`src/rtl/multicycle_ctrl_pkg.sv`:
```
// Purpose : shared encodings for the multicycle MIPS-subset control unit (opcodes, funct, ALU codes, FSM states, mux selects).
// Latency : n/a (constants and types only).
// Backpressure: n/a.
package ctrl_pkg;

  // Instruction opcodes, instr[31:26]
  localparam logic [5:0] OP_RTYPE = 6'b000000;
  localparam logic [5:0] OP_LW    = 6'b100011;
  localparam logic [5:0] OP_SW    = 6'b101011;
  localparam logic [5:0] OP_BEQ   = 6'b000100;
  localparam logic [5:0] OP_ADDI  = 6'b001000;
  localparam logic [5:0] OP_J     = 6'b000010;

  // R-type funct field, instr[5:0]
  localparam logic [5:0] FN_ADD = 6'b100000;
  localparam logic [5:0] FN_SUB = 6'b100010;
  localparam logic [5:0] FN_AND = 6'b100100;
  localparam logic [5:0] FN_OR  = 6'b100101;
  localparam logic [5:0] FN_SLT = 6'b101010;

  // ALU operation codes, shared with the ALU itself
  localparam logic [2:0] ALU_ADD = 3'b000;
  localparam logic [2:0] ALU_SUB = 3'b001;
  localparam logic [2:0] ALU_AND = 3'b010;
  localparam logic [2:0] ALU_OR  = 3'b011;
  localparam logic [2:0] ALU_SLT = 3'b101;

  // ALU operand B select
  localparam logic [1:0] SRCB_REGB   = 2'b00;
  localparam logic [1:0] SRCB_FOUR   = 2'b01;
  localparam logic [1:0] SRCB_IMM    = 2'b10;
  localparam logic [1:0] SRCB_IMM_SH = 2'b11;

  // PC source select
  localparam logic [1:0] PCSRC_ALU    = 2'b00;
  localparam logic [1:0] PCSRC_ALUOUT = 2'b01;
  localparam logic [1:0] PCSRC_JUMP   = 2'b10;

  typedef enum logic [3:0] {
    S_FETCH   = 4'd0,
    S_DECODE  = 4'd1,
    S_MEMADR  = 4'd2,
    S_MEMRD   = 4'd3,
    S_MEMWB   = 4'd4,
    S_MEMWR   = 4'd5,
    S_EXECUTE = 4'd6,
    S_ALUWB   = 4'd7,
    S_BRANCH  = 4'd8,
    S_ADDIEX  = 4'd9,
    S_ADDIWB  = 4'd10,
    S_JUMP    = 4'd11
  } state_t;

endpackage

```
`src/rtl/multicycle_ctrl_if.sv`:
```
// Purpose : bundles the instruction fields, ALU flag and all datapath controls between control unit and datapath.
// Latency : n/a (wires only).
// Backpressure: none; controls are valid every cycle.
// Ports   : master = control unit (drives controls, reads opcode/funct/zero);
//           slave  = datapath (drives opcode/funct/zero, reads controls).
interface multicycle_ctrl_if;
  logic [5:0] opcode;
  logic [5:0] funct;
  logic       zero;
  logic [2:0] alu_ctrl;
  logic       alu_src_a;
  logic [1:0] alu_src_b;
  logic [1:0] pc_src;
  logic       pc_en;
  logic       iord;
  logic       ir_write;
  logic       mem_write;
  logic       reg_write;
  logic       reg_dst;
  logic       mem_to_reg;
  logic       illegal;

  modport master (
    input  opcode, funct, zero,
    output alu_ctrl, alu_src_a, alu_src_b, pc_src, pc_en, iord,
           ir_write, mem_write, reg_write, reg_dst, mem_to_reg, illegal
  );

  modport slave (
    output opcode, funct, zero,
    input  alu_ctrl, alu_src_a, alu_src_b, pc_src, pc_en, iord,
           ir_write, mem_write, reg_write, reg_dst, mem_to_reg, illegal
  );
endinterface

```
`src/rtl/multicycle_ctrl_alu_dec.sv`:
```
// Purpose : R-type funct to ALU operation decode, with a flag for supported funct values.
// Latency : combinational.
// Backpressure: none.
// Ports   : funct in [5:0]; alu_ctrl out [2:0]; funct_legal out (1 = supported funct).
module alu_dec
  import ctrl_pkg::*;
(
  input  logic [5:0] funct,
  output logic [2:0] alu_ctrl,
  output logic       funct_legal
);

  always_comb begin
    alu_ctrl    = ALU_ADD;
    funct_legal = 1'b1;
    case (funct)
      FN_ADD:  alu_ctrl = ALU_ADD;
      FN_SUB:  alu_ctrl = ALU_SUB;
      FN_AND:  alu_ctrl = ALU_AND;
      FN_OR:   alu_ctrl = ALU_OR;
      FN_SLT:  alu_ctrl = ALU_SLT;
      default: funct_legal = 1'b0;
    endcase
  end

endmodule

```
`src/rtl/multicycle_ctrl.sv`:
```
// Purpose : Moore FSM sequencing a MIPS-subset instruction through fetch/decode/execute/memory/writeback.
// Latency : 2 (illegal) to 5 (lw) cycles per instruction; one state per clock.
// Backpressure: none; the FSM advances every clock, synchronous reset aborts any instruction.
// Ports   : clk, reset (sync, active-high); bus = multicycle_ctrl_if.master carrying opcode/funct/zero
//           in and alu_ctrl, mux selects, pc_en, write strobes and illegal out.
module multicycle_ctrl
  import ctrl_pkg::*;
(
  input  logic               clk,
  input  logic               reset,
  multicycle_ctrl_if.master  bus
);

  state_t     state_q;
  state_t     state_d;
  logic [2:0] fn_alu_ctrl;
  logic       fn_legal;
  logic       pc_write;
  logic       branch;

  alu_dec u_alu_dec (
    .funct       (bus.funct),
    .alu_ctrl    (fn_alu_ctrl),
    .funct_legal (fn_legal)
  );

  always_ff @(posedge clk) begin
    if (reset) state_q <= S_FETCH;
    else       state_q <= state_d;
  end

  always_comb begin
    state_d        = state_q;
    bus.alu_ctrl   = ALU_ADD;
    bus.alu_src_a  = 1'b0;
    bus.alu_src_b  = SRCB_REGB;
    bus.pc_src     = PCSRC_ALU;
    bus.iord       = 1'b0;
    bus.ir_write   = 1'b0;
    bus.mem_write  = 1'b0;
    bus.reg_write  = 1'b0;
    bus.reg_dst    = 1'b0;
    bus.mem_to_reg = 1'b0;
    bus.illegal    = 1'b0;
    pc_write       = 1'b0;
    branch         = 1'b0;

    case (state_q)
      S_FETCH: begin
        bus.alu_src_b = SRCB_FOUR;
        bus.ir_write  = 1'b1;
        pc_write      = 1'b1;
        state_d       = S_DECODE;
      end
      S_DECODE: begin
        // Branch target is computed here so BRANCH only needs the compare.
        bus.alu_src_b = SRCB_IMM_SH;
        case (bus.opcode)
          OP_LW, OP_SW: state_d = S_MEMADR;
          OP_RTYPE: begin
            if (fn_legal) state_d = S_EXECUTE;
            else begin
              state_d     = S_FETCH;
              bus.illegal = 1'b1;
            end
          end
          OP_BEQ:  state_d = S_BRANCH;
          OP_ADDI: state_d = S_ADDIEX;
          OP_J:    state_d = S_JUMP;
          default: begin
            state_d     = S_FETCH;
            bus.illegal = 1'b1;
          end
        endcase
      end
      S_MEMADR: begin
        bus.alu_src_a = 1'b1;
        bus.alu_src_b = SRCB_IMM;
        state_d       = (bus.opcode == OP_LW) ? S_MEMRD : S_MEMWR;
      end
      S_MEMRD: begin
        bus.iord = 1'b1;
        state_d  = S_MEMWB;
      end
      S_MEMWB: begin
        bus.mem_to_reg = 1'b1;
        bus.reg_write  = 1'b1;
        state_d        = S_FETCH;
      end
      S_MEMWR: begin
        bus.iord      = 1'b1;
        bus.mem_write = 1'b1;
        state_d       = S_FETCH;
      end
      S_EXECUTE: begin
        bus.alu_src_a = 1'b1;
        bus.alu_ctrl  = fn_alu_ctrl;
        state_d       = S_ALUWB;
      end
      S_ALUWB: begin
        bus.reg_dst   = 1'b1;
        bus.reg_write = 1'b1;
        state_d       = S_FETCH;
      end
      S_BRANCH: begin
        bus.alu_src_a = 1'b1;
        bus.alu_ctrl  = ALU_SUB;
        bus.pc_src    = PCSRC_ALUOUT;
        branch        = 1'b1;
        state_d       = S_FETCH;
      end
      S_ADDIEX: begin
        bus.alu_src_a = 1'b1;
        bus.alu_src_b = SRCB_IMM;
        state_d       = S_ADDIWB;
      end
      S_ADDIWB: begin
        bus.reg_write = 1'b1;
        state_d       = S_FETCH;
      end
      S_JUMP: begin
        bus.pc_src = PCSRC_JUMP;
        pc_write   = 1'b1;
        state_d    = S_FETCH;
      end
      default: state_d = S_FETCH;
    endcase

    // While reset is asserted the datapath sees a quiet FETCH: selects as in
    // FETCH, but no strobe may fire and no illegal pulse may escape.
    if (reset) begin
      state_d        = S_FETCH;
      bus.alu_ctrl   = ALU_ADD;
      bus.alu_src_a  = 1'b0;
      bus.alu_src_b  = SRCB_FOUR;
      bus.pc_src     = PCSRC_ALU;
      bus.iord       = 1'b0;
      bus.ir_write   = 1'b0;
      bus.mem_write  = 1'b0;
      bus.reg_write  = 1'b0;
      bus.reg_dst    = 1'b0;
      bus.mem_to_reg = 1'b0;
      bus.illegal    = 1'b0;
      pc_write       = 1'b0;
      branch         = 1'b0;
    end

    // zero comes straight from this cycle's SUB, so beq resolves without a register stage.
    bus.pc_en = pc_write | (branch & bus.zero);
  end

endmodule

```
`src/flat_wrapper.sv`:
```
// flat-port wrapper written by rule: the top's interface ports become plain ports
module multicycle_ctrl_flat import ctrl_pkg::*;
  (clk, reset, bus_opcode, bus_funct, bus_zero, bus_alu_ctrl, bus_alu_src_a, bus_alu_src_b, bus_pc_src, bus_pc_en, bus_iord, bus_ir_write, bus_mem_write, bus_reg_write, bus_reg_dst, bus_mem_to_reg, bus_illegal);
  multicycle_ctrl_if bus_i ();
  input  logic clk;
  input  logic reset;
  input wire logic [$bits(bus_i.opcode)-1:0] bus_opcode;
  input wire logic [$bits(bus_i.funct)-1:0] bus_funct;
  input wire logic [$bits(bus_i.zero)-1:0] bus_zero;
  output wire logic [$bits(bus_i.alu_ctrl)-1:0] bus_alu_ctrl;
  output wire logic [$bits(bus_i.alu_src_a)-1:0] bus_alu_src_a;
  output wire logic [$bits(bus_i.alu_src_b)-1:0] bus_alu_src_b;
  output wire logic [$bits(bus_i.pc_src)-1:0] bus_pc_src;
  output wire logic [$bits(bus_i.pc_en)-1:0] bus_pc_en;
  output wire logic [$bits(bus_i.iord)-1:0] bus_iord;
  output wire logic [$bits(bus_i.ir_write)-1:0] bus_ir_write;
  output wire logic [$bits(bus_i.mem_write)-1:0] bus_mem_write;
  output wire logic [$bits(bus_i.reg_write)-1:0] bus_reg_write;
  output wire logic [$bits(bus_i.reg_dst)-1:0] bus_reg_dst;
  output wire logic [$bits(bus_i.mem_to_reg)-1:0] bus_mem_to_reg;
  output wire logic [$bits(bus_i.illegal)-1:0] bus_illegal;
  assign bus_i.opcode = bus_opcode;
  assign bus_i.funct = bus_funct;
  assign bus_i.zero = bus_zero;
  assign bus_alu_ctrl = bus_i.alu_ctrl;
  assign bus_alu_src_a = bus_i.alu_src_a;
  assign bus_alu_src_b = bus_i.alu_src_b;
  assign bus_pc_src = bus_i.pc_src;
  assign bus_pc_en = bus_i.pc_en;
  assign bus_iord = bus_i.iord;
  assign bus_ir_write = bus_i.ir_write;
  assign bus_mem_write = bus_i.mem_write;
  assign bus_reg_write = bus_i.reg_write;
  assign bus_reg_dst = bus_i.reg_dst;
  assign bus_mem_to_reg = bus_i.mem_to_reg;
  assign bus_illegal = bus_i.illegal;
  multicycle_ctrl u_core (.clk(clk), .reset(reset), .bus(bus_i));
endmodule
```
`config.mk`:
```
export PLATFORM = sky130hd
export DESIGN_NAME = multicycle_ctrl_flat
export DESIGN_NICKNAME = d
export VERILOG_FILES = /design/src/rtl/multicycle_ctrl_pkg.sv /design/src/rtl/multicycle_ctrl_if.sv /design/src/rtl/multicycle_ctrl_alu_dec.sv /design/src/rtl/multicycle_ctrl.sv /design/src/flat_wrapper.sv
export SDC_FILE = /design/constraint.sdc
export NUM_CORES = 1
export LEC_CHECK = 0
export CAP_MARGIN = 30
export CORE_MARGIN = 5
export CORE_UTILIZATION = 38
export CTS_CLUSTER_DIAMETER = 80
export DETAILED_ROUTE_END_ITERATION = 8
export GPL_TIMING_DRIVEN = 0
export PLACE_DENSITY = 0.89
export SETUP_SLACK_MARGIN = 0.3
export SYNTH_ARGS = -nofsm -noshare
export SYNTH_HDL_FRONTEND = slang
export SYNTH_HIERARCHICAL = 1
export SYNTH_SLANG_ARGS = --single-unit
```
`constraint.sdc`:
```
create_clock -name clk -period 1.8 [get_ports clk]
set_input_delay 0.18 -clock clk [delete_from_list [all_inputs] [get_ports clk]]
set_output_delay 0.18 -clock clk [all_outputs]
set_load 0.005 [all_outputs]
```
# Word-level counts from Yosys, hierarchy flattened
# Cells that the tools add are included.
# totals
elab_cells	68
inputBits	15
output_inout_bits	16
register_bits	4
# op_classes
eq_ne	21
bitwise	2
n_reduce_logical	10
mux	34
# op_table
cell	n
$eq A6 B6 Y1 const B	7
$pmux W4 S6	1
$mux W1	22
$pmux W4 S5	1
$eq A4 B3 Y1 const B	4
$eq A4 B4 Y1 const B	4
$pmux W3 S4	1
$reduce_or A5 Y1	2
$mux W3	3
$eq A4 B2 Y1 const B	2
$reduce_or A2 Y1	4
$eq A6 B2 Y1 const B	1
$eq A6 B3 Y1 const B	1
$eq A6 B4 Y1 const B	1
$logic_not A6 Y1	1
$pmux W2 S3	1
$pmux W3 S2	1
$eq A4 B1 Y1 const B	1
$logic_not A4 Y1	1
$mux W2	2
$pmux W2 S2	1
$reduce_or A4 Y1	1
$reduce_or A3 Y1	1
$pmux W1 S2	1
other kinds (2)	2

# Depth between registers and ports, before layout
# Gate-level depths: netlist of run 1.
# logic_depth
word_depth	7
ltp_mapped	5
mapped_depth_nobuf	5

# By module
# Netlist of run 1, hierarchy kept.
# modules_own_cells
mod	cells_each	area_each_um2	seq_area_each_um2	instances
multicycle_ctrl	77	505.5	80.1	1
alu_dec	10	76.3	0.0	1

# Least setup slack after synthesis of run 1
# OpenSTA, ideal clock, no wires.
# synth_timing
path_type	input to register
startpoint	input bus_funct[1]
endpoint	register u_core.state_q[2]
path_slack_ps	430
stages	5
t_arrival_ps	1300
setup_ps	70
cell_sequence	mux2_2 -> nor3_1 -> nand4b_1 -> or4_1 -> a21oi_1
# synth_between
elab_chain_cells	6
elab_cells_between_ends	10
classes_between	5 x eq/ne; 4 x mux; 1 x reduce/logical
# synth_lines
item	line_no	source
start, declared	flat_wrapper.sv:8	input wire logic [$bits(bus_i.funct)-1:0] bus_funct;
$eq A6 B6 Y1	multicycle_ctrl_alu_dec.sv:16	case (funct)
$reduce_or A5 Y1 (no source line) *	--	
$mux W1 *	multicycle_ctrl_alu_dec.sv:16	
named net u_core.fn_legal	multicycle_ctrl.sv:17	logic fn_legal;
$mux W3 *	multicycle_ctrl.sv:61	if (fn_legal) state_d = S_EXECUTE;
$pmux W4 S5 *	multicycle_ctrl.sv:58	case (bus.opcode)
$pmux W4 S6 *	multicycle_ctrl.sv:48	case (state_q)
end signal, assigned	multicycle_ctrl.sv:29	else state_q <= state_d;
end, declared	multicycle_ctrl.sv:14	state_t state_q;
# The timed path passes the listed nets; every way through them passes the cells marked *.
# A chain may end at the register's enable or synchronous reset.

# Final worst setup path of run 1
# layout_timing
startpoint	register u_core.state_q[1]
endpoint	output bus_reg_write
# layout_between
elab_chain_cells	4
elab_cells_between_ends	6
classes_between	3 x eq/ne; 2 x mux; 1 x reduce/logical
# layout_lines
item	line_no	source
$eq A4 B4 Y1 or $eq A4 B3 Y1 (tied branches)	multicycle_ctrl.sv:48	
$reduce_or A3 Y1 (no source line) *	--	
$mux W1 *	multicycle_ctrl.sv:48	
$mux W1 *	multicycle_ctrl.sv:131	if (reset) begin
end, declared	flat_wrapper.sv:18	output wire logic [$bits(bus_i.reg_write)-1:0] bus_reg_write;
# Every way passes the cells marked *; elsewhere a longest branch is shown, timed or not.

==> results of run 1 <==
-- stage by stage --
stage	util, %	cell area (sq um)	TNS [ns]	cells	total power [mW]
6_report	93.0	1370	0	168	0.424
4_1_cts	87.7	1290	0	165	0.382
5_1_grt	93.0	1370	-0.00179	168	0.441
3_5_place_dp	61.3	902	-2.49	133	0.211
3_3_place_gp	61.3	902	-2.13	133	0.208
2_1_floorplan	-	582	0	87	0.146
-- layout by cell type (no fill, tap or decap), types with 2 or more instances in the layout --
master                           instances
sky130_fd_sc_hd__a211oi_2                3
sky130_fd_sc_hd__a21oi_2                 4
sky130_fd_sc_hd__and2_1                  2
sky130_fd_sc_hd__buf_2                  14
sky130_fd_sc_hd__buf_4                  24
sky130_fd_sc_hd__buf_6                  10
sky130_fd_sc_hd__buf_8                   3
sky130_fd_sc_hd__clkbuf_4                3
sky130_fd_sc_hd__clkbuf_8                2
sky130_fd_sc_hd__dfxtp_4                 3
sky130_fd_sc_hd__dlygate4sd2_1           9
sky130_fd_sc_hd__dlymetal6s2s_1          2
sky130_fd_sc_hd__inv_2                   2
sky130_fd_sc_hd__nand2_1                 2
sky130_fd_sc_hd__nand2b_4                2
sky130_fd_sc_hd__nand3_1                 3
sky130_fd_sc_hd__nor2_1                 11
sky130_fd_sc_hd__nor2b_1                 4
sky130_fd_sc_hd__nor3_1                  4
sky130_fd_sc_hd__nor3_2                  4
sky130_fd_sc_hd__nor3_4                  3
sky130_fd_sc_hd__nor4_4                  3
sky130_fd_sc_hd__or3_4                   2
sky130_fd_sc_hd__or3b_4                  2
-- per-layer routing --
metal	wire length (um)	vias up
li1	-	462
met1	1370	523
met2	1970	137
met3	466	39
met4	266	0
met5	0	-
-- synthesized netlist by cell type (3+ instances only) --
cell and instances:
sky130_fd_sc_hd__dfxtp_1 4, sky130_fd_sc_hd__a211oi_1 4, sky130_fd_sc_hd__nor2b_1 5, sky130_fd_sc_hd__a21oi_1 4, sky130_fd_sc_hd__nand2_1 3, sky130_fd_sc_hd__clkbuf_1 3, sky130_fd_sc_hd__inv_1 3, sky130_fd_sc_hd__nand3_1 4
sky130_fd_sc_hd__or3_1 3, sky130_fd_sc_hd__nand2b_1 3, sky130_fd_sc_hd__nor3_1 9, sky130_fd_sc_hd__nor2_1 12, sky130_fd_sc_hd__nor4_1 3
-- timing repair --
item / 4_1_cts / 5_1_grt
endpoints found under the setup margin: 18 / 18
pin swaps: 19 / 10
resized for setup: 130 / 27
setup buffers: 29 / 3
gates cloned: 0 / 0
-- cell families (layout without fill, tap and decap cells) --
kind of cell	count (synthesis)	in the layout
AOI/OAI and AO/OA	16	16
xor gates and xnor gates	2	2
buffers and inverters	8	73
DFF	4	4
muxes	1	1
and+or+nand+nor	56	56
-- tightest hold or removal path: stages --
cell and delay, ns:
sky130_fd_sc_hd__dlygate4sd2_1 0.28, sky130_fd_sc_hd__nor2_1 0.15, sky130_fd_sc_hd__a311o_1 0.18
-- final timing paths --
path | start | endpoint | slack (ns) | depth (start not counted)
max reg2reg | u_core/state_q[0] | u_core/state_q[2] | 0.18 | 6
min | bus_opcode[4] | u_core/state_q[1] | 0.56 | 3
max | u_core/state_q[1] | bus_reg_write | 0.03 | 5
min reg2reg | u_core/state_q[1] | u_core/state_q[3] | 0.72 | 3
-- cell type report --
type                    instances  area (sq um)
inverters                       3          11.3
multi-input cells              75           658
well taps                      16          20.0
repair buffers                 62           495
clock buffers                   3          22.5
plain buffers                   5          68.8
flip-flops and latches          4          92.6
fillers                        50           103
-- power by group --
part | switching (mW) | total (mW) | internal, mW | leakage [nW]
registers | 0.00417 | 0.0933 | 0.0891 | 0.0352
logic | 0.102 | 0.206 | 0.104 | 0.565
clock network | 0.0495 | 0.125 | 0.0754 | 0.0138
total | 0.155 | 0.424 | 0.269 | 0.614
==> flow_results.xml, run 1 <==
<?xml version="1.0" encoding="UTF-8"?>
<metrics>
  <group name="place">
    <metric name="place.gp.congestion" unit="">0.876</metric>
    <metric name="hpwl" unit="um">1420</metric>
    <metric name="placement.io_buffers" unit="">30</metric>
    <metric name="post-place-ws" unit="ns">-0.492</metric>
  </group>
  <group name="timing">
    <metric name="slew_headroom" unit="%">64.7</metric>
    <metric name="setup-violations-final" unit="">0</metric>
    <metric name="timing_hold_violations_final" unit="">0</metric>
    <metric name="maxClockFrequency" unit="MHz">566</metric>
    <metric name="worst_clock_skew" unit="ns">0.00978</metric>
    <metric name="finalMaxSlewViolations" unit="">0</metric>
    <metric name="fin_hold_ws" unit="ns">0.564</metric>
    <metric name="final_min_period_over_clock_period" unit="%">98.2</metric>
    <metric name="final_critical_path_setup_slack" unit="ns">0.0330</metric>
    <metric name="rsz0062_at_grt" unit="">yes</metric>
    <metric name="period_needed" unit="ns">1.77</metric>
    <metric name="tightest_slew" unit="ns">0.529</metric>
  </group>
  <group name="clock_tree">
    <metric name="cts.clk_slew.worst_paths" unit="ns">0.04</metric>
    <metric name="insertion_delay" unit="ns">0.26</metric>
    <metric name="tritoncts.num_buffers" unit="">3</metric>
    <metric name="clock_sinks" unit="">4</metric>
    <metric name="clock_tree.root_cell" unit="">sky130_fd_sc_hd__clkbuf_4</metric>
    <metric name="tritoncts" unit="">yes</metric>
    <metric name="h-tree-depth" unit="">1</metric>
    <metric name="holdBufCountCts" unit="">0</metric>
    <metric name="clk_path_buf_depth" unit="">2</metric>
  </group>
  <group name="synthesis">
    <metric name="post_synthesis_share_of_cell_area_spent_on_xor_and_xnor_gates" unit="%">3.01</metric>
    <metric name="synth_top_area_cell" unit="">sky130_fd_sc_hd__dfxtp_1</metric>
    <metric name="syn_nets" unit="">102</metric>
    <metric name="synth-edff-count" unit="">0</metric>
    <metric name="ys.warnings.count" unit="">6</metric>
    <metric name="synth_top_family_by_area" unit="">simple AND/OR/NAND/NOR gates</metric>
    <metric name="post_synth_instance_area" unit="sq um">582</metric>
    <metric name="synth_cells" unit="">87</metric>
    <metric name="synth-simple-area-share" unit="%">56.3</metric>
    <metric name="async_reset_ff_share" unit="%">0</metric>
    <metric name="synth.avg_cell_area" unit="sq um">6.69</metric>
    <metric name="synth.area.mux_share" unit="%">1.94</metric>
    <metric name="most_common_flop_cell_mapped_by_yosys" unit="">sky130_fd_sc_hd__dfxtp_1</metric>
    <metric name="post_synth_top_area_share" unit="%">13.8</metric>
    <metric name="seq_area_frac_synth" unit="%">13.8</metric>
    <metric name="compound_cell_area_share_of_the_yosys_netlist" unit="%">19.4</metric>
    <metric name="synth.distinct_cells" unit="">35</metric>
    <metric name="post_synth_fa_ha_maj_area_fraction" unit="%">0</metric>
    <metric name="postSynthRegisterBits" unit="">4</metric>
    <metric name="synth.top_cells.by_area" unit="">sky130_fd_sc_hd__dfxtp_1, sky130_fd_sc_hd__nor3_1, sky130_fd_sc_hd__nor2_1</metric>
  </group>
  <group name="setup_path">
    <metric name="path_class" unit="">flop to output pin</metric>
    <metric name="crit_path_top_delay_cell" unit="">sky130_fd_sc_hd__or3_1</metric>
    <metric name="setup.worst_path.start_class" unit="">flop</metric>
    <metric name="critical_path_buf_inv_count" unit="">2</metric>
    <metric name="cp_data_arrival_time" unit="ns">1.59</metric>
    <metric name="critPathRequiredTime" unit="ns">1.62</metric>
    <metric name="critPathMaxFanout" unit="">5</metric>
    <metric name="setup.worst_path.end_class" unit="">output pin</metric>
    <metric name="path_delay_family" unit="">simple AND/OR/NAND/NOR gates</metric>
    <metric name="cp_cell_sequence" unit="">buf_4, nor2b_1, or3_1, a21oi_2, buf_2</metric>
    <metric name="crit_path_max_incr_delay" unit="ns">0.41</metric>
  </group>
  <group name="global_route">
    <metric name="grt_most_used_layer" unit="">met2</metric>
    <metric name="grt_start_max_net_pins" unit="">11</metric>
    <metric name="grt_use_met2" unit="%">49.4</metric>
    <metric name="vias_in_the_first_global_route" unit="">1063</metric>
    <metric name="grt_first_pass_wirelength" unit="um">5350</metric>
    <metric name="met1_track_demand_over_resource" unit="%">32.3</metric>
    <metric name="gr_overflow_total" unit="">0</metric>
    <metric name="antenna_violations_before_repair" unit="">0</metric>
    <metric name="grt_usage" unit="%">28.3</metric>
    <metric name="use_met3" unit="%">4.89</metric>
  </group>
  <group name="cells_and_area">
    <metric name="antenna_cells_inserted" unit="">0</metric>
    <metric name="reg.largest.list" unit="">u_core/state_q: 4 flops</metric>
    <metric name="flow.area_growth_from_synthesis" unit="%">135</metric>
    <metric name="registers.top_by_ff_count" unit="">u_core/state_q</metric>
    <metric name="largest_reg_flops" unit="">4</metric>
    <metric name="post_route_cells_drive_above_1_share" unit="%">63.2</metric>
    <metric name="final_nets" unit="">169</metric>
  </group>
  <group name="die">
    <metric name="num_rows" unit="">14</metric>
    <metric name="fp.dieW" unit="um">49.1</metric>
    <metric name="design.die.area" unit="sq um">2410</metric>
    <metric name="die_height" unit="um">49.1</metric>
    <metric name="core" unit="sq um">1470</metric>
    <metric name="floorplan.io_pins" unit="">31</metric>
    <metric name="floorplan.initialDensity" unit="%">39.5</metric>
  </group>
  <group name="hold_path">
    <metric name="hold_wc_path_type" unit="">primary input to flop</metric>
  </group>
  <group name="drt">
    <metric name="detailedRoute.firstPassIterationCount" unit="">4</metric>
    <metric name="dr_total_vias" unit="">1161</metric>
    <metric name="route.detailed.drc" unit="">0</metric>
    <metric name="vias_per_cell" unit="">6.91</metric>
    <metric name="ant_nets" unit="">0</metric>
    <metric name="avgRoutedWirePerCell" unit="um">24.3</metric>
    <metric name="routed_wirelength" unit="um">4070</metric>
    <metric name="detail_route.iter0.violations" unit="">91</metric>
  </group>
  <group name="run_status">
    <metric name="outcome" unit="">completed</metric>
  </group>
  <group name="power_and_ir_drop">
    <metric name="power_per_cell_area" unit="nW/um^2">310</metric>
    <metric name="irDropWorstVdd" unit="uV">337</metric>
    <metric name="total_leakage_power" unit="nW">0.614</metric>
  </group>
  <group name="run">
    <metric name="drv.max_cap_violation_count" unit="">0</metric>
  </group>
</metrics>
(Power assumes the default switching activity.)
==> inputs of run 2 (changes only) <==
--- a/config.mk
+++ b/config.mk
@@ -6,7 +6,7 @@
 export NUM_CORES = 1
 export LEC_CHECK = 0
 export CAP_MARGIN = 30
-export CORE_MARGIN = 5
+export CORE_MARGIN = 2
 export CORE_UTILIZATION = 38
 export CTS_CLUSTER_DIAMETER = 80
 export DETAILED_ROUTE_END_ITERATION = 8
==> run 2 against run 1 <==
  * The flow now finishes with violations (setup timing)
  * Largest power group unchanged
  * Critical endpoint is now u_core/state_q[2]
  * Wire length is 16% higher
  * First-iteration DRC count is 4.4% lower
  * Sequential power is 1% lower
  * Cell area is 3.7% higher
  * Highest routed layer unchanged
==> flow_results.xml, run 2 (synthesized netlist as in run 1, its figures left out) <==
<?xml version="1.0" encoding="UTF-8"?>
<metrics>
  <group name="run_status">
    <metric name="outcome" unit="">complete, but fails checks</metric>
    <metric name="failed_checks" unit="">setup timing</metric>
  </group>
  <group name="timing">
    <metric name="timing_hold_violations_final" unit="">0</metric>
    <metric name="slew_headroom" unit="%">69.1</metric>
    <metric name="finalMaxSlewViolations" unit="">0</metric>
    <metric name="final_min_period_over_clock_period" unit="%">101</metric>
    <metric name="final_critical_path_setup_slack" unit="ns">-0.0196</metric>
    <metric name="period_needed" unit="ns">1.82</metric>
    <metric name="tightest_slew" unit="ns">0.458</metric>
    <metric name="fin_hold_ws" unit="ns">0.516</metric>
    <metric name="rsz0062_at_grt" unit="">yes</metric>
    <metric name="worst_clock_skew" unit="ns">0.00732</metric>
    <metric name="maxClockFrequency" unit="MHz">550</metric>
    <metric name="post_route_setup_tns" unit="ns">-0.0196</metric>
    <metric name="setup-violations-final" unit="">1</metric>
  </group>
  <group name="die">
    <metric name="floorplan.io_pins" unit="">31</metric>
    <metric name="die_height" unit="um">43.1</metric>
    <metric name="num_rows" unit="">14</metric>
    <metric name="fp.dieW" unit="um">43.1</metric>
    <metric name="design.die.area" unit="sq um">1860</metric>
    <metric name="floorplan.initialDensity" unit="%">39.5</metric>
    <metric name="core" unit="sq um">1470</metric>
  </group>
  <group name="clock_tree">
    <metric name="cts.clk_slew.worst_paths" unit="ns">0.04</metric>
    <metric name="h-tree-depth" unit="">1</metric>
    <metric name="tritoncts.num_buffers" unit="">3</metric>
    <metric name="clk_path_buf_depth" unit="">2</metric>
    <metric name="clock_tree.root_cell" unit="">sky130_fd_sc_hd__clkbuf_4</metric>
    <metric name="insertion_delay" unit="ns">0.23</metric>
    <metric name="tritoncts" unit="">yes</metric>
    <metric name="clock_sinks" unit="">4</metric>
  </group>
  <group name="setup_path">
    <metric name="path_class" unit="">primary input to flop</metric>
    <metric name="setup.worst_path.end_class" unit="">flop</metric>
    <metric name="setup.worst_path.start_class" unit="">primary input</metric>
    <metric name="critPathMaxFanout" unit="">2</metric>
    <metric name="cp_data_arrival_time" unit="ns">1.96</metric>
    <metric name="critPathRequiredTime" unit="ns">1.94</metric>
  </group>
  <group name="power_and_ir_drop">
    <metric name="share_seq_of_total_power" unit="%">21.5</metric>
    <metric name="irDropWorstVdd" unit="uV">325</metric>
    <metric name="power_per_cell_area" unit="nW/um^2">302</metric>
    <metric name="switching_power" unit="mW">0.155</metric>
    <metric name="switching_share" unit="%">36.1</metric>
    <metric name="combinationalPowerShare" unit="%">52.8</metric>
    <metric name="total_leakage_power" unit="nW">0.606</metric>
    <metric name="clock_power_share" unit="%">25.6</metric>
    <metric name="internal_power" unit="mW">0.274</metric>
  </group>
  <group name="drt">
    <metric name="routed_wirelength" unit="um">4710</metric>
    <metric name="dr_total_vias" unit="">1238</metric>
    <metric name="detail_route.iter0.violations" unit="">87</metric>
    <metric name="ant_nets" unit="">0</metric>
    <metric name="route.detailed.drc" unit="">0</metric>
    <metric name="detailedRoute.firstPassIterationCount" unit="">5</metric>
    <metric name="avgRoutedWirePerCell" unit="um">27.4</metric>
    <metric name="vias_per_cell" unit="">7.20</metric>
  </group>
  <group name="global_route">
    <metric name="gr_overflow_total" unit="">0</metric>
    <metric name="grt_usage" unit="%">30.5</metric>
    <metric name="grt_start_max_net_pins" unit="">11</metric>
    <metric name="vias_in_the_first_global_route" unit="">924</metric>
    <metric name="grt_first_pass_wirelength" unit="um">4310</metric>
    <metric name="antenna_violations_before_repair" unit="">0</metric>
  </group>
  <group name="place">
    <metric name="placement.io_buffers" unit="">30</metric>
    <metric name="place_area" unit="sq um">902</metric>
    <metric name="place.gp.congestion" unit="">0.906</metric>
    <metric name="hpwl" unit="um">1330</metric>
    <metric name="post-place-ws" unit="ns">-0.477</metric>
  </group>
  <group name="cells_and_area">
    <metric name="fill_cells" unit="">29</metric>
    <metric name="largest_reg_flops" unit="">4</metric>
    <metric name="layout.cells.most_common" unit="">sky130_fd_sc_hd__buf_4</metric>
    <metric name="flow.area_growth_from_synthesis" unit="%">144</metric>
    <metric name="postLayoutCoreUtil" unit="%">96.4</metric>
    <metric name="antenna_cells_inserted" unit="">0</metric>
    <metric name="post_route_cells_drive_above_1_share" unit="%">67.3</metric>
    <metric name="finish.instance_area" unit="sq um">1420</metric>
    <metric name="commonest_cells_after_routing_fill_and_taps_aside" unit="">sky130_fd_sc_hd__buf_4, sky130_fd_sc_hd__buf_2, sky130_fd_sc_hd__buf_6, sky130_fd_sc_hd__nor2_1, sky130_fd_sc_hd__dlygate4sd2_1</metric>
    <metric name="final_nets" unit="">173</metric>
    <metric name="registers.top_by_ff_count" unit="">u_core/state_q</metric>
    <metric name="reg.largest.list" unit="">u_core/state_q: 4 flops</metric>
  </group>
  <group name="hold_path">
    <metric name="hold_wc_path_type" unit="">primary input to flop</metric>
  </group>
  <group name="run">
    <metric name="drv.max_cap_violation_count" unit="">0</metric>
  </group>
</metrics>
## run 2: changes by cell type in the layout (fill, tap and decap cells not counted), moves of 2 or more
cell                       before  now
sky130_fd_sc_hd__nor3_2         4    6
sky130_fd_sc_hd__clkbuf_2       1    5
sky130_fd_sc_hd__buf_2         14   11
sky130_fd_sc_hd__nor2_4         0    2
sky130_fd_sc_hd__nor2_1        11    9
sky130_fd_sc_hd__buf_4         24   30
sky130_fd_sc_hd__inv_2          2    0
## run 2: metrics by stage
| step | cells | power, mW |
|---|---|---|
| 3_5_place_dp | 133 | 0.210 |
| 4_1_cts | 157 | 0.362 |
| 5_1_grt | 172 | 0.441 |
| 6_report | 172 | 0.429 |
| 2_1_floorplan | 87 | 0.146 |
| 3_3_place_gp | 133 | 0.208 |
## run 2: power by group through the flow
stage / Sequential, mW / Combinational (mW) / Clock, mW
2_1_floorplan: 0.0951 / 0.0505 / 0
3_3_place_gp: 0.0959 / 0.112 / 0
3_5_place_dp: 0.0959 / 0.114 / 0
4_1_cts: 0.0937 / 0.158 / 0.111
5_1_grt: 0.0921 / 0.232 / 0.116
6_report: 0.0924 / 0.227 / 0.110
## run 2: what timing repair did
item	4_1_cts	5_1_grt
hold buffers	0	0
setup endpoints to repair	18	17
pin swaps	17	16
buffers inserted	21	15
gates resized for setup	119	47
## run 2: critical path: stages
cell                            delay, ns
sky130_fd_sc_hd__dlygate4sd2_1       0.25
sky130_fd_sc_hd__nand2b_4            0.17
sky130_fd_sc_hd__nor3_4              0.17
sky130_fd_sc_hd__nand4b_1            0.20
sky130_fd_sc_hd__buf_4               0.20
sky130_fd_sc_hd__buf_6               0.10
sky130_fd_sc_hd__buf_6               0.10
sky130_fd_sc_hd__or4_4               0.41
sky130_fd_sc_hd__a21oi_2             0.17
## run 2: cell type report
cell class | count | area [sq um] | area share, %
well taps | 16 | 20.0 | 1.41
clock buffers | 3 | 22.5 | 1.59
plain buffers | 5 | 80.1 | 5.64
repair buffers | 66 | 523 | 36.9
multi-input cells | 75 | 662 | 46.6
inverters | 3 | 16.3 | 1.15
flip-flops and latches | 4 | 95.1 | 6.70
## run 2: per-layer routing
metal / GRT usage [%] / part of all wire (%) / routed length (um)
met5: 0 / 0 / 0
met4: 12.7 / 12 / 559
met3: 2.98 / 13 / 592
met2: 55.8 / 43 / 2020
met1: 35.1 / 33 / 1540
## run 2: worst paths after layout
path	startpoint	end	slack, ns	cells after the start
max	bus_funct[4]	u_core/state_q[2]	-0.02	9
min	bus_opcode[2]	u_core/state_q[1]	0.52	3
max reg2reg	u_core/state_q[0]	u_core/state_q[2]	0.30	5
min reg2reg	u_core/state_q[2]	u_core/state_q[3]	0.69	2
